File: src/rtl/ptcalc_mul_pipe.sv
// Pipelined signed multiplier with valid tagging, clock-enable stall and
// round-half-up scaling with saturate-or-wrap to the output width.
module ptcalc_mul_pipe #(
  parameter int unsigned ID         = 1,
  parameter int unsigned NUM_STAGE  = 3,
  parameter int unsigned din0_WIDTH = 15,
  parameter int unsigned din1_WIDTH = 15,
  parameter int unsigned dout_WIDTH = 16,
  parameter int unsigned SHIFT      = 8,
  parameter int unsigned SATURATE   = 1
) (
  input  logic                         ap_clk,
  input  logic                         ap_rst,
  input  logic                         ce,
  input  logic                         din_valid,
  input  logic signed [din0_WIDTH-1:0] din0,
  input  logic signed [din1_WIDTH-1:0] din1,
  output logic                         dout_valid,
  output logic signed [dout_WIDTH-1:0] dout,
  output logic                         ovf
);

  localparam int unsigned PW = din0_WIDTH + din1_WIDTH;

  // ID only tags the instance; it has no functional effect
  localparam int unsigned unused_id = ID;

  localparam logic [PW:0] RND_ADD = ((PW+1)'(1) << SHIFT) >> 1;
  localparam logic signed [PW:0] MAXV =
    {{(PW-dout_WIDTH+2){1'b0}}, {(dout_WIDTH-1){1'b1}}};
  localparam logic signed [PW:0] MINV =
    {{(PW-dout_WIDTH+2){1'b1}}, {(dout_WIDTH-1){1'b0}}};
  localparam logic [dout_WIDTH-1:0] DMAX = {1'b0, {(dout_WIDTH-1){1'b1}}};
  localparam logic [dout_WIDTH-1:0] DMIN = {1'b1, {(dout_WIDTH-1){1'b0}}};

  logic signed [PW-1:0]         prod_c;
  logic signed [PW-1:0]         scale_p;
  logic                         scale_vld;
  logic signed [PW:0]           rnd_sum;
  logic signed [PW:0]           r_full;
  logic                         ovf_c;
  logic signed [dout_WIDTH-1:0] dout_c;

  assign prod_c = PW'(din0) * PW'(din1);

  // Full product is registered ahead of the scaling logic when depth allows
  if (NUM_STAGE == 1) begin : g_direct
    assign scale_vld = din_valid;
    assign scale_p   = prod_c;
  end else begin : g_piped
    localparam int unsigned NP = NUM_STAGE - 1;
    logic [NP-1:0]        pv_q;
    logic signed [PW-1:0] pp_q [NP];

    for (genvar s = 0; s < NP; s++) begin : g_stage
      logic                 in_v;
      logic signed [PW-1:0] in_p;

      if (s == 0) begin : g_first
        assign in_v = din_valid;
        assign in_p = prod_c;
      end else begin : g_next
        assign in_v = pv_q[s-1];
        assign in_p = pp_q[s-1];
      end

      always_ff @(posedge ap_clk) begin
        if (ap_rst) begin
          pv_q[s] <= 1'b0;
        end else if (ce) begin
          pv_q[s] <= in_v;
        end
      end

      // Data loads only behind a valid token
      always_ff @(posedge ap_clk) begin
        if (ce && in_v) begin
          pp_q[s] <= in_p;
        end
      end
    end

    assign scale_vld = pv_q[NP-1];
    assign scale_p   = pp_q[NP-1];
  end

  // Round half up at PW+1 bits, then range-check against the dout bounds
  always_comb begin
    rnd_sum = {scale_p[PW-1], scale_p} + RND_ADD;
    r_full  = rnd_sum >>> SHIFT;
    ovf_c   = (r_full > MAXV) || (r_full < MINV);
    dout_c  = r_full[dout_WIDTH-1:0];
    if (SATURATE != 0 && ovf_c) begin
      dout_c = r_full[PW] ? DMIN : DMAX;
    end
  end

  always_ff @(posedge ap_clk) begin
    if (ap_rst) begin
      dout_valid <= 1'b0;
      dout       <= '0;
      ovf        <= 1'b0;
    end else if (ce) begin
      dout_valid <= scale_vld;
      if (scale_vld) begin
        dout <= dout_c;
        ovf  <= ovf_c;
      end
    end
  end

endmodule
File: config.mk
export PLATFORM = sky130hd
export DESIGN_NAME = ptcalc_mul_pipe
export DESIGN_NICKNAME = d
export VERILOG_FILES = /design/src/rtl/ptcalc_mul_pipe.sv
export SDC_FILE = /design/constraint.sdc
export NUM_CORES = 1
export LEC_CHECK = 0
export ABC_AREA = 1
export CAP_MARGIN = 20
export CORE_MARGIN = 4
export CORE_UTILIZATION = 35
export CTS_CLUSTER_SIZE = 40
export DETAILED_ROUTE_END_ITERATION = 16
export PLACE_DENSITY = 0.58
export SYNTH_ARGS = -nofsm -noshare
export SYNTH_HDL_FRONTEND = slang
export SYNTH_SLANG_ARGS = --single-unit
File: constraint.sdc
create_clock -name ap_clk -period 17.8 [get_ports ap_clk]
set_input_delay 2.67 -clock ap_clk [delete_from_list [all_inputs] [get_ports ap_clk]]
set_output_delay 2.67 -clock ap_clk [all_outputs]
set_load 0.03 [all_outputs]
Yosys cells after proc, flatten, opt, wreduce, memory -nomap -nowiden

Memories as Yosys holds them, arrays and structs flattened.
Index checks and enable logic that the tools add are counted.

$add $sub $neg: 1
Multiply operators: 1
$lt $le $gt $ge: 2
Muxes and demuxes: 6
Reductions and logical operators: 4

Operators by type and width:

| cell                  | number |
|---|---|
| $mux 16               | 2 |
| $add 30x9->31 const B | 1 |
| $mul 15x15->30        | 1 |
| $gt 23x16->1 const B  | 1 |
| $lt 23x16->1 const B  | 1 |
| $mux 1                | 4 |
| $logic_and 1x1->1     | 2 |
| $reduce_and 2->1      | 1 |
| $logic_or 1x1->1      | 1 |

Register bits after elaboration: 20
Bits in writable memories: 60
Input bits: 34
Output and inout port bits: 18
Logic and storage cells: 20
Memories: 1

Memory list:

| name         | depth | width | rd ports | clocked after memory_dff | wr ports | RTL line | text |
|---|---|---|---|---|---|---|---|
| g_piped.pp_q | 2     | 30    | 2        | 0                        | 2        | 53       | `logic signed [PW-1:0] pp_q [NP];` |

Logic depth before layout (Yosys ltp)

Gate-level depths: netlist of run 1.

Depth in word-level cells: 4
Mapped depth: 26
Gate-level depth less buffers: 25

Worst setup path before layout of run 1

Ideal clock, no wire load.

Kind: input port to flip-flop
Start point: in din0[14]
End point: mem g_piped.pp_q[0][29] in the netlist's numbering, data pin
Setup time: 262 ps
Arrival time: 7744 ps
Required time: 17538 ps
Path slack: 9794 ps
Cell stages on the path: 18
Path buffers: 1
Cell sequence: clkbuf_1 -> nand2_1 -> fa_1 -> inv_1 -> fa_1 -> fa_1 -> fa_1 -> fa_1 -> inv_1 -> fa_1 -> inv_1 -> ha_1 -> a21oi_1 -> a21boi_0 -> a21boi_0 -> o21ai_0 -> a21oi_1 -> xor2_1

RTL lines:

| element     | RTL line | text |
|---|---|---|
| from (decl) | 16       | `input logic signed [din0_WIDTH-1:0] din0,` |
| to (decl)   | 53       |  |

==> results of run 1 <==
## metal layers
layer / up-vias / GRT usage (%) / wire length [um]
li1: 4211 / - / -
met1: 4274 / 21.0 / 12000
met2: 175 / 28.6 / 13500
met3: 41 / 1.97 / 1030
met4: 0 / 3.07 / 520
met5: - / 0 / 0
## kinds of logic after synthesis
| logic type | after synthesis | synth area share [%] |
|---|---|---|
| AND/OR/NAND/NOR | 487 | 16.7 |
| buffers and inverters | 446 | 14.4 |
| adder cells (fa/ha/maj) | 300 | 45.9 |
| AO/OA/AOI/OAI | 95 | 4.77 |
| flip-flops | 66 | 15.1 |
| XOR/XNOR | 41 | 3.05 |
## metrics by stage
step | std cells | worst slack, ns | util [%] | hold WS (ns) | instance area (um2)
final | 1910 | 8.82 | 39.7 | 0.416 | 13000
after global routing | 1910 | 8.37 | 39.7 | 0.429 | 13000
after CTS | 1910 | 8.81 | 39.7 | 0.418 | 13000
after detailed placement | 1894 | 8.47 | 38.6 | 0.405 | 12700
after global placement | 1894 | 8.51 | 38.6 | 0.403 | 12700
after floorplan | 1435 | 9.79 | - | 0.400 | 11800
## state kept, by name, summed over array words and instances, names as in the netlist
register / flops
ovf: 1
g_piped.g_stage.in_v: 1
dout_valid: 1
scale_vld: 1
g_piped.pp_q: 46
dout: 16
## synthesized netlist by cell type (all sizes together)
library cell and n:
nand4 2, or3 1, a21boi 4, or2 2
buf 3, clkbuf 31, o21bai 2, nor2 72
a21oi 49, fa 221, inv 411, o221a 1
xnor2 17, nand3 24, and2 1, nand2 369
edfxtp 46, clkinv 1, a211oi 1, nor3 8
a21o 2, xor2 24, a31oi 1, dfxtp 20
nor4 6, nand3b 2, o21a 3, o21ai 32
ha 79
## placed cells by master (no fill, tap or decap), types with 3 or more instances in the layout
cell type                         instances
sky130_fd_sc_hd__a21boi_0                 4
sky130_fd_sc_hd__o21ai_0                 32
sky130_fd_sc_hd__a21oi_2                 10
sky130_fd_sc_hd__a21oi_1                 38
sky130_fd_sc_hd__xor2_1                  24
sky130_fd_sc_hd__nand3_1                 22
sky130_fd_sc_hd__nor2_1                  67
sky130_fd_sc_hd__fa_1                   221
sky130_fd_sc_hd__nand2_2                 11
sky130_fd_sc_hd__nor4_1                   6
sky130_fd_sc_hd__clkbuf_16                9
sky130_fd_sc_hd__dfxtp_1                 20
sky130_fd_sc_hd__nor3_1                   6
sky130_fd_sc_hd__o21a_1                   3
sky130_fd_sc_hd__nor2_2                   5
sky130_fd_sc_hd__bufinv_16                3
sky130_fd_sc_hd__ha_1                    79
sky130_fd_sc_hd__xnor2_1                 17
sky130_fd_sc_hd__nand2_1                357
sky130_fd_sc_hd__clkdlybuf4s50_1         51
sky130_fd_sc_hd__inv_1                  411
sky130_fd_sc_hd__edfxtp_1                46
## critical path, stage by stage
cell and delay (ns):
sky130_fd_sc_hd__clkdlybuf4s50_1 0.96, sky130_fd_sc_hd__nand2_1 0.27, sky130_fd_sc_hd__fa_1 0.62, sky130_fd_sc_hd__inv_1 0.06
sky130_fd_sc_hd__fa_1 0.81, sky130_fd_sc_hd__fa_1 0.53, sky130_fd_sc_hd__fa_1 0.47, sky130_fd_sc_hd__fa_1 0.54
sky130_fd_sc_hd__inv_1 0.05, sky130_fd_sc_hd__fa_1 0.52, sky130_fd_sc_hd__inv_1 0.04, sky130_fd_sc_hd__ha_1 0.34
sky130_fd_sc_hd__a21oi_1 0.22, sky130_fd_sc_hd__a21boi_0 0.37, sky130_fd_sc_hd__a21boi_0 0.21, sky130_fd_sc_hd__o21ai_0 0.09
sky130_fd_sc_hd__a21oi_1 0.16, sky130_fd_sc_hd__xor2_1 0.08
## worst paths after layout
path / startpoint / slack (ns) / endpoint / depth (start not counted)
setup reg to reg: g_piped.pp_q[0][37] / 15.25 / dout[7] / 10
hold reg to reg: g_piped.pp_q[0][19] / 0.42 / g_piped.pp_q[0][49] / 0
setup / recovery: din1[3] / 8.82 / g_piped.pp_q[0][29] / 18
hold / removal: g_piped.pp_q[0][19] / 0.42 / g_piped.pp_q[0][49] / 0
## final cells by class
type	count	share of cell area, %
Multi-Input combinational cell	923	63.7
Sequential cell	66	13.7
Inverter	412	11.9
Tap cell	442	4.24
Timing Repair Buffer	51	3.91
Clock buffer	9	1.73
Clock inverter	7	0.959
==> impl_metrics.sql, run 1 <==
INSERT INTO impl_metrics (metric_group, metric, value, unit) VALUES
('placed_design', 'finalWeightedCongestion', '0.890', ''),
('grt', 'grt_overflow', '0', ''),
('final_layout', 'final_nets', '1797', ''),
('die', 'die_span_y', '192', 'um'),
('synth', 'netlist.area_leader.share', '37.5', '%'),
('die', 'chipWidth', '192', 'um'),
('clock_tree', 'cts_buffer_depth', '2', ''),
('critical_path', 'timing.critical_path.from_type', 'primary input', ''),
('timing', 'worst_pin_slew', '0.876', 'ns'),
('grt', 'maximum_number_of_pins_on_one_net_before_global_route_repair', '24', ''),
('run_status', 'outcome', 'finished clean', ''),
('grt', 'grt_usage', '16.0', '%'),
('timing', 'finalHoldViolations', '0', ''),
('drt', 'routed_wire_length_per_instance', '14.2', 'um'),
('clock_tree', 'clock_tree_from_tritoncts', 'done', ''),
('drt', 'detail_route.vias_per_cell', '4.56', ''),
('placed_design', 'detailed_placement_wirelength_estimate', '23.3', 'mm'),
('critical_path', 'worstPathArrival', '9.04', 'ns'),
('timing', 'clock.fmax', '111', 'MHz'),
('synth', 'synth.cell_area', '11800', 'um2'),
('clock_tree', 'cts.htree.levels', '3', ''),
('synth', 'mappedNetlistNets', '1769', ''),
('drt', 'total_routed_wirelength', '27.0', 'mm'),
('synth', 'yosysSeqAreaShare', '15.1', '%'),
('timing', 'final-setup-viol-count', '0', ''),
('run', 'maxCapViolations', '0', ''),
('final_layout', 'fraction_of_layout_cells_with_a_size_suffix_above_1', '3.47', '%'),
('synth', 'synth.ff_latch_count', '66', ''),
('clock_tree', 'cts-buffers-inserted', '9', ''),
('timing', 'drv_slew', '0', ''),
('synth', 'synth_top_cells_by_area', 'sky130_fd_sc_hd__fa_1 38%, sky130_fd_sc_hd__inv_1 13%, sky130_fd_sc_hd__edfxtp_1 12%', ''),
('synth', 'yosys_warnings', '0', ''),
('critical_path', 'end_kind', 'flip-flop', ''),
('timing', 'fin_crit', '8.98', 'ns'),
('clock_tree', 'clk_latency', '0.33', 'ns'),
('drt', 'dr_total_vias', '8701', ''),
('drt', 'detail_route.iter0.violations', '453', ''),
('clock_tree', 'cts_post_setup_buffers_inserted', '0', ''),
('placed_design', 'place.port_buffers', '51', ''),
('synth', 'synth_top_cell_by_area', 'sky130_fd_sc_hd__fa_1', ''),
('synth', 'synth_cell_type_count', '38', ''),
('final_layout', 'area.sequential', '1780', 'um2'),
('clock_tree', 'numClockSinks', '66', ''),
('critical_path', 'worst-endpoint-required', '17.86', 'ns'),
('timing', 'grt_setup_unrepaired', 'no', ''),
('die', 'die_area', '36700', 'um2'),
('synth', 'syn-instance-count', '1435', ''),
('die', 'floorplan.io_pins', '52', ''),
('timing', 'layout_worst_path_cycle_share', '50.4', '%'),
('clock_tree', 'number_of_cells_upsized_or_downsized_after_cts', '0', ''),
('clock_tree', 'clock_root_cell', 'sky130_fd_sc_hd__clkbuf_16', ''),
('drt', 'dr.pass1.iters', '5', ''),
('clock_tree', 'cts.reportedPaths.clkPinSlew', '0.05', 'ns'),
('synth', 'avg_inst_size_synth', '8.21', 'um2'),
('critical_path', 'timing_worst_setup_path_type', 'primary input to flip-flop', ''),
('min_path', 'hold_class', 'flip-flop to flip-flop', ''),
('grt', 'global_route_wire_length_before_repair', '47.7', 'mm'),
('final_layout', 'area_of_the_multi_input_gates', '8310', 'um2'),
('timing', 'setup_total_negative_slack', '0', 'ns'),
('clock_tree', 'hold_buffers', '0', ''),
('drt', 'ant_nets', '0', ''),
('die', 'core_region_area', '32900', 'um2'),
('drt', 'drc', '0', ''),
('critical_path', 'crit_fanout', '15', ''),
('die', 'rows', '66', ''),
('timing', 'skew', '0.00453', 'ns'),
('final_layout', 'layout_area_growth_over_synthesis', '10.7', '%'),
('grt', 'first_global_vias', '9712', ''),
('die', 'initial_core_util', '35.9', '%'),
('final_layout', 'filler_cell_count', '3419', ''),
('timing', 'slew-limit-headroom', '41.5', '%'),
('final_layout', 'n_antenna_cell', '0', ''),
('grt', 'antenna_found_initial', '0', '');
Power of run 1 is left out: the tool's default activity adds up to more than one toggle a clock period on the data nets, which glitch-free logic cannot reach.
==> run 2: changes to the inputs <==
- PLACE_DENSITY: 0.58 -> 0.6
- clock period: 17.8 -> 7.3 ns (I/O delays scaled with it)
==> run 2 against run 1 <==
Setup slack got worse by 8.5 ns; count of clock-buffer cells in the layout increased by 1; non-clock buffer count increased by 58; flip-flop and latch count unchanged; utilization increased by 1.1 points; critical path depth increased by 5; worst hold slack about the same; wire length decreased by 0.83%; die area unchanged; critical endpoint is now g_piped.pp_q[0][23]; sequential share of layout area decreased by 0.37 points; final cell count increased by 2.9%.
==> impl_metrics.sql, run 2 (synthesized netlist as in run 1, its figures left out) <==
INSERT INTO impl_metrics (metric_group, metric, value, unit) VALUES
('grt', 'maximum_number_of_pins_on_one_net_before_global_route_repair', '24', ''),
('die', 'die_area', '36700', 'um2'),
('critical_path', 'worst-endpoint-required', '7.37', 'ns'),
('final_layout', 'fraction_of_layout_cells_with_a_size_suffix_above_1', '6.89', '%'),
('die', 'initial_core_util', '35.9', '%'),
('clock_tree', 'clock_tree_from_tritoncts', 'done', ''),
('critical_path', 'cpMostUsedCell', 'sky130_fd_sc_hd__fa_1', ''),
('run_status', 'outcome', 'finished clean', ''),
('critical_path', 'worstPathArrival', '7.02', 'ns'),
('timing', 'skew', '0.00417', 'ns'),
('clock_tree', 'cts_buffer_depth', '2', ''),
('drt', 'detail_route.vias_per_cell', '4.49', ''),
('critical_path', 'setup.worst_path.end', 'g_piped.pp_q[0][23]', ''),
('critical_path', 'rr_startpoint', 'g_piped.pp_q[0][37]', ''),
('final_layout', 'post-route-cell-area', '13400', 'um2'),
('timing', 'grt_setup_unrepaired', 'no', ''),
('clock_tree', 'hold_buffers', '0', ''),
('timing', 'slew-limit-headroom', '41.2', '%'),
('drt', 'ant_nets', '0', ''),
('timing', 'clock.fmax', '144', 'MHz'),
('critical_path', 'worstPathCellList', 'clkdlybuf4s50_1 -> nand2_1 -> fa_1 -> fa_1 -> inv_1 -> fa_1 -> inv_1 -> fa_1 -> inv_1 -> fa_1 -> inv_1 -> fa_1 -> inv_1 -> ha_1 -> a21oi_1 -> o21ai_0 -> a21oi_1 -> nand2_1 -> nand2_1 -> nand2_1 -> nand3_1 -> nand2_1 -> xor2_1', ''),
('clock_tree', 'numClockSinks', '66', ''),
('clock_tree', 'cts_post_setup_buffers_inserted', '0', ''),
('final_layout', 'layout_area_growth_over_synthesis', '13.8', '%'),
('clock_tree', 'clk_latency', '0.32', 'ns'),
('placed_design', 'detailed_placement_wirelength_estimate', '23.7', 'mm'),
('clock_tree', 'cts.reportedPaths.clkPinSlew', '0.05', 'ns'),
('critical_path', 'timing.critical_path.from_type', 'primary input', ''),
('timing', 'setup_total_negative_slack', '0', 'ns'),
('critical_path', 'reg2reg_setup_slack', '4.73', 'ns'),
('grt', 'grt_usage', '15.6', '%'),
('critical_path', 'number_of_cells_on_the_critical_path', '23', ''),
('drt', 'total_routed_wirelength', '26.8', 'mm'),
('critical_path', 'reg2reg_to', 'dout[10]', ''),
('placed_design', 'finalWeightedCongestion', '0.867', ''),
('drt', 'dr_total_vias', '8828', ''),
('critical_path', 'worstRegToRegCells', '10', ''),
('die', 'floorplan.io_pins', '52', ''),
('final_layout', 'n_antenna_cell', '0', ''),
('placed_design', 'place_worst_setup_slack', '-0.0981', 'ns'),
('clock_tree', 'number_of_cells_upsized_or_downsized_after_cts', '0', ''),
('critical_path', 'end_kind', 'flip-flop', ''),
('critical_path', 'critical_path.top_delay_family', 'adder cells', ''),
('critical_path', 'crit_fanout', '10', ''),
('final_layout', 'largest_register_ff_count', '46', ''),
('clock_tree', 'cts-buffers-inserted', '9', ''),
('drt', 'detail_route.iter0.violations', '393', ''),
('grt', 'first_global_vias', '9572', ''),
('die', 'die_span_y', '192', 'um'),
('timing', 'layout_worst_path_cycle_share', '95.3', '%'),
('critical_path', 'critical-path-slowest-cell', 'sky130_fd_sc_hd__clkdlybuf4s50_1', ''),
('final_layout', 'postLayoutCoreUtil', '40.8', '%'),
('run', 'maxCapViolations', '0', ''),
('placed_design', 'place.port_buffers', '51', ''),
('clock_tree', 'cts.htree.levels', '3', ''),
('final_layout', 'max_flop_register', 'g_piped.pp_q', ''),
('drt', 'drc', '0', ''),
('critical_path', 'timing.critical_path.buf_inv', '6', ''),
('die', 'core_region_area', '32900', 'um2'),
('drt', 'routed_wire_length_per_instance', '13.6', 'um'),
('timing', 'drv_slew', '0', ''),
('timing', 'finalWorstSetupSlack', '0.342', 'ns'),
('timing', 'fin_crit', '6.96', 'ns'),
('final_layout', 'largest_registers', 'g_piped.pp_q: 46 flops, dout: 16 flops', ''),
('critical_path', 'cp_slowest_stage_delay', '0.85', 'ns'),
('final_layout', 'final_nets', '1855', ''),
('grt', 'antenna_found_initial', '0', ''),
('grt', 'global_route_wire_length_before_repair', '46.4', 'mm'),
('final_layout', 'mostFrequentLayoutCell', 'sky130_fd_sc_hd__inv_1', ''),
('min_path', 'hold_class', 'flip-flop to flip-flop', ''),
('timing', 'worst_pin_slew', '0.881', 'ns'),
('final_layout', 'layout.cells.most_common_list', '411 x sky130_fd_sc_hd__inv_1, 357 x sky130_fd_sc_hd__nand2_1, 221 x sky130_fd_sc_hd__fa_1', ''),
('clock_tree', 'clock_root_cell', 'sky130_fd_sc_hd__clkbuf_16', ''),
('die', 'chipWidth', '192', 'um'),
('critical_path', 'critical_path.startpoint', 'din0[8]', ''),
('timing', 'final-setup-viol-count', '0', ''),
('critical_path', 'timing_worst_setup_path_type', 'primary input to flip-flop', ''),
('drt', 'dr.pass1.iters', '5', ''),
('timing', 'finalHoldViolations', '0', ''),
('grt', 'grt_overflow', '0', ''),
('die', 'rows', '66', ''),
('placed_design', 'dpl_cell_area', '13200', 'um2');
## run 2: final cells by class
| cell class | instances | area, um2 |
|---|---|---|
| Fill cell | 3400 | 19500 |
| Multi-Input combinational cell | 923 | 8310 |
| Sequential cell | 66 | 1780 |
| Inverter | 412 | 1550 |
| Timing Repair Buffer | 109 | 971 |
| Tap cell | 442 | 553 |
| Clock buffer | 10 | 229 |
| Clock inverter | 4 | 21.3 |
## run 2: routing by layer
metal	share of wire, %	GRT usage [%]	vias to the layer above
li1	-	-	4334
met1	45	20.7	4296
met2	49	27.5	172
met3	4.2	1.79	26
met4	1.4	3.37	0
met5	0	0	-
## run 2: how the worst min path moves through the flow
stage / slack, ns / depth (start not counted) / to / start
floorplan: 0.40 / 0 / g_piped.pp_q[0][37] / g_piped.pp_q[0][7]
global placement: 0.40 / 0 / g_piped.pp_q[0][51] / g_piped.pp_q[0][21]
detailed placement: 0.41 / 0 / g_piped.pp_q[0][55] / g_piped.pp_q[0][25]
CTS: 0.42 / 0 / g_piped.pp_q[0][55] / g_piped.pp_q[0][25]
global route: 0.43 / 0 / g_piped.pp_q[0][55] / g_piped.pp_q[0][25]
finish: 0.42 / 0 / g_piped.pp_q[0][55] / g_piped.pp_q[0][25]
## run 2: metrics by stage
step / instances / hold slack (ns)
floorplan: 1435 / 0.400
global placement: 1952 / 0.403
detailed placement: 1952 / 0.407
CTS: 1966 / 0.419
global route: 1966 / 0.429
finish: 1966 / 0.417
## run 2: worst reg2reg max path, stage by stage (launching register included)
cell and delay (ns):
sky130_fd_sc_hd__edfxtp_1 0.48, sky130_fd_sc_hd__ha_1 0.36, sky130_fd_sc_hd__nand3_2 0.20, sky130_fd_sc_hd__nor3_2 0.27, sky130_fd_sc_hd__nand3_1 0.15, sky130_fd_sc_hd__nand2_1 0.09, sky130_fd_sc_hd__nand2_1 0.07, sky130_fd_sc_hd__nor2_2 0.12
sky130_fd_sc_hd__nand2_2 0.10, sky130_fd_sc_hd__a21oi_4 0.47, sky130_fd_sc_hd__a21oi_1 0.13
Power of run 2 is left out for the same reason.
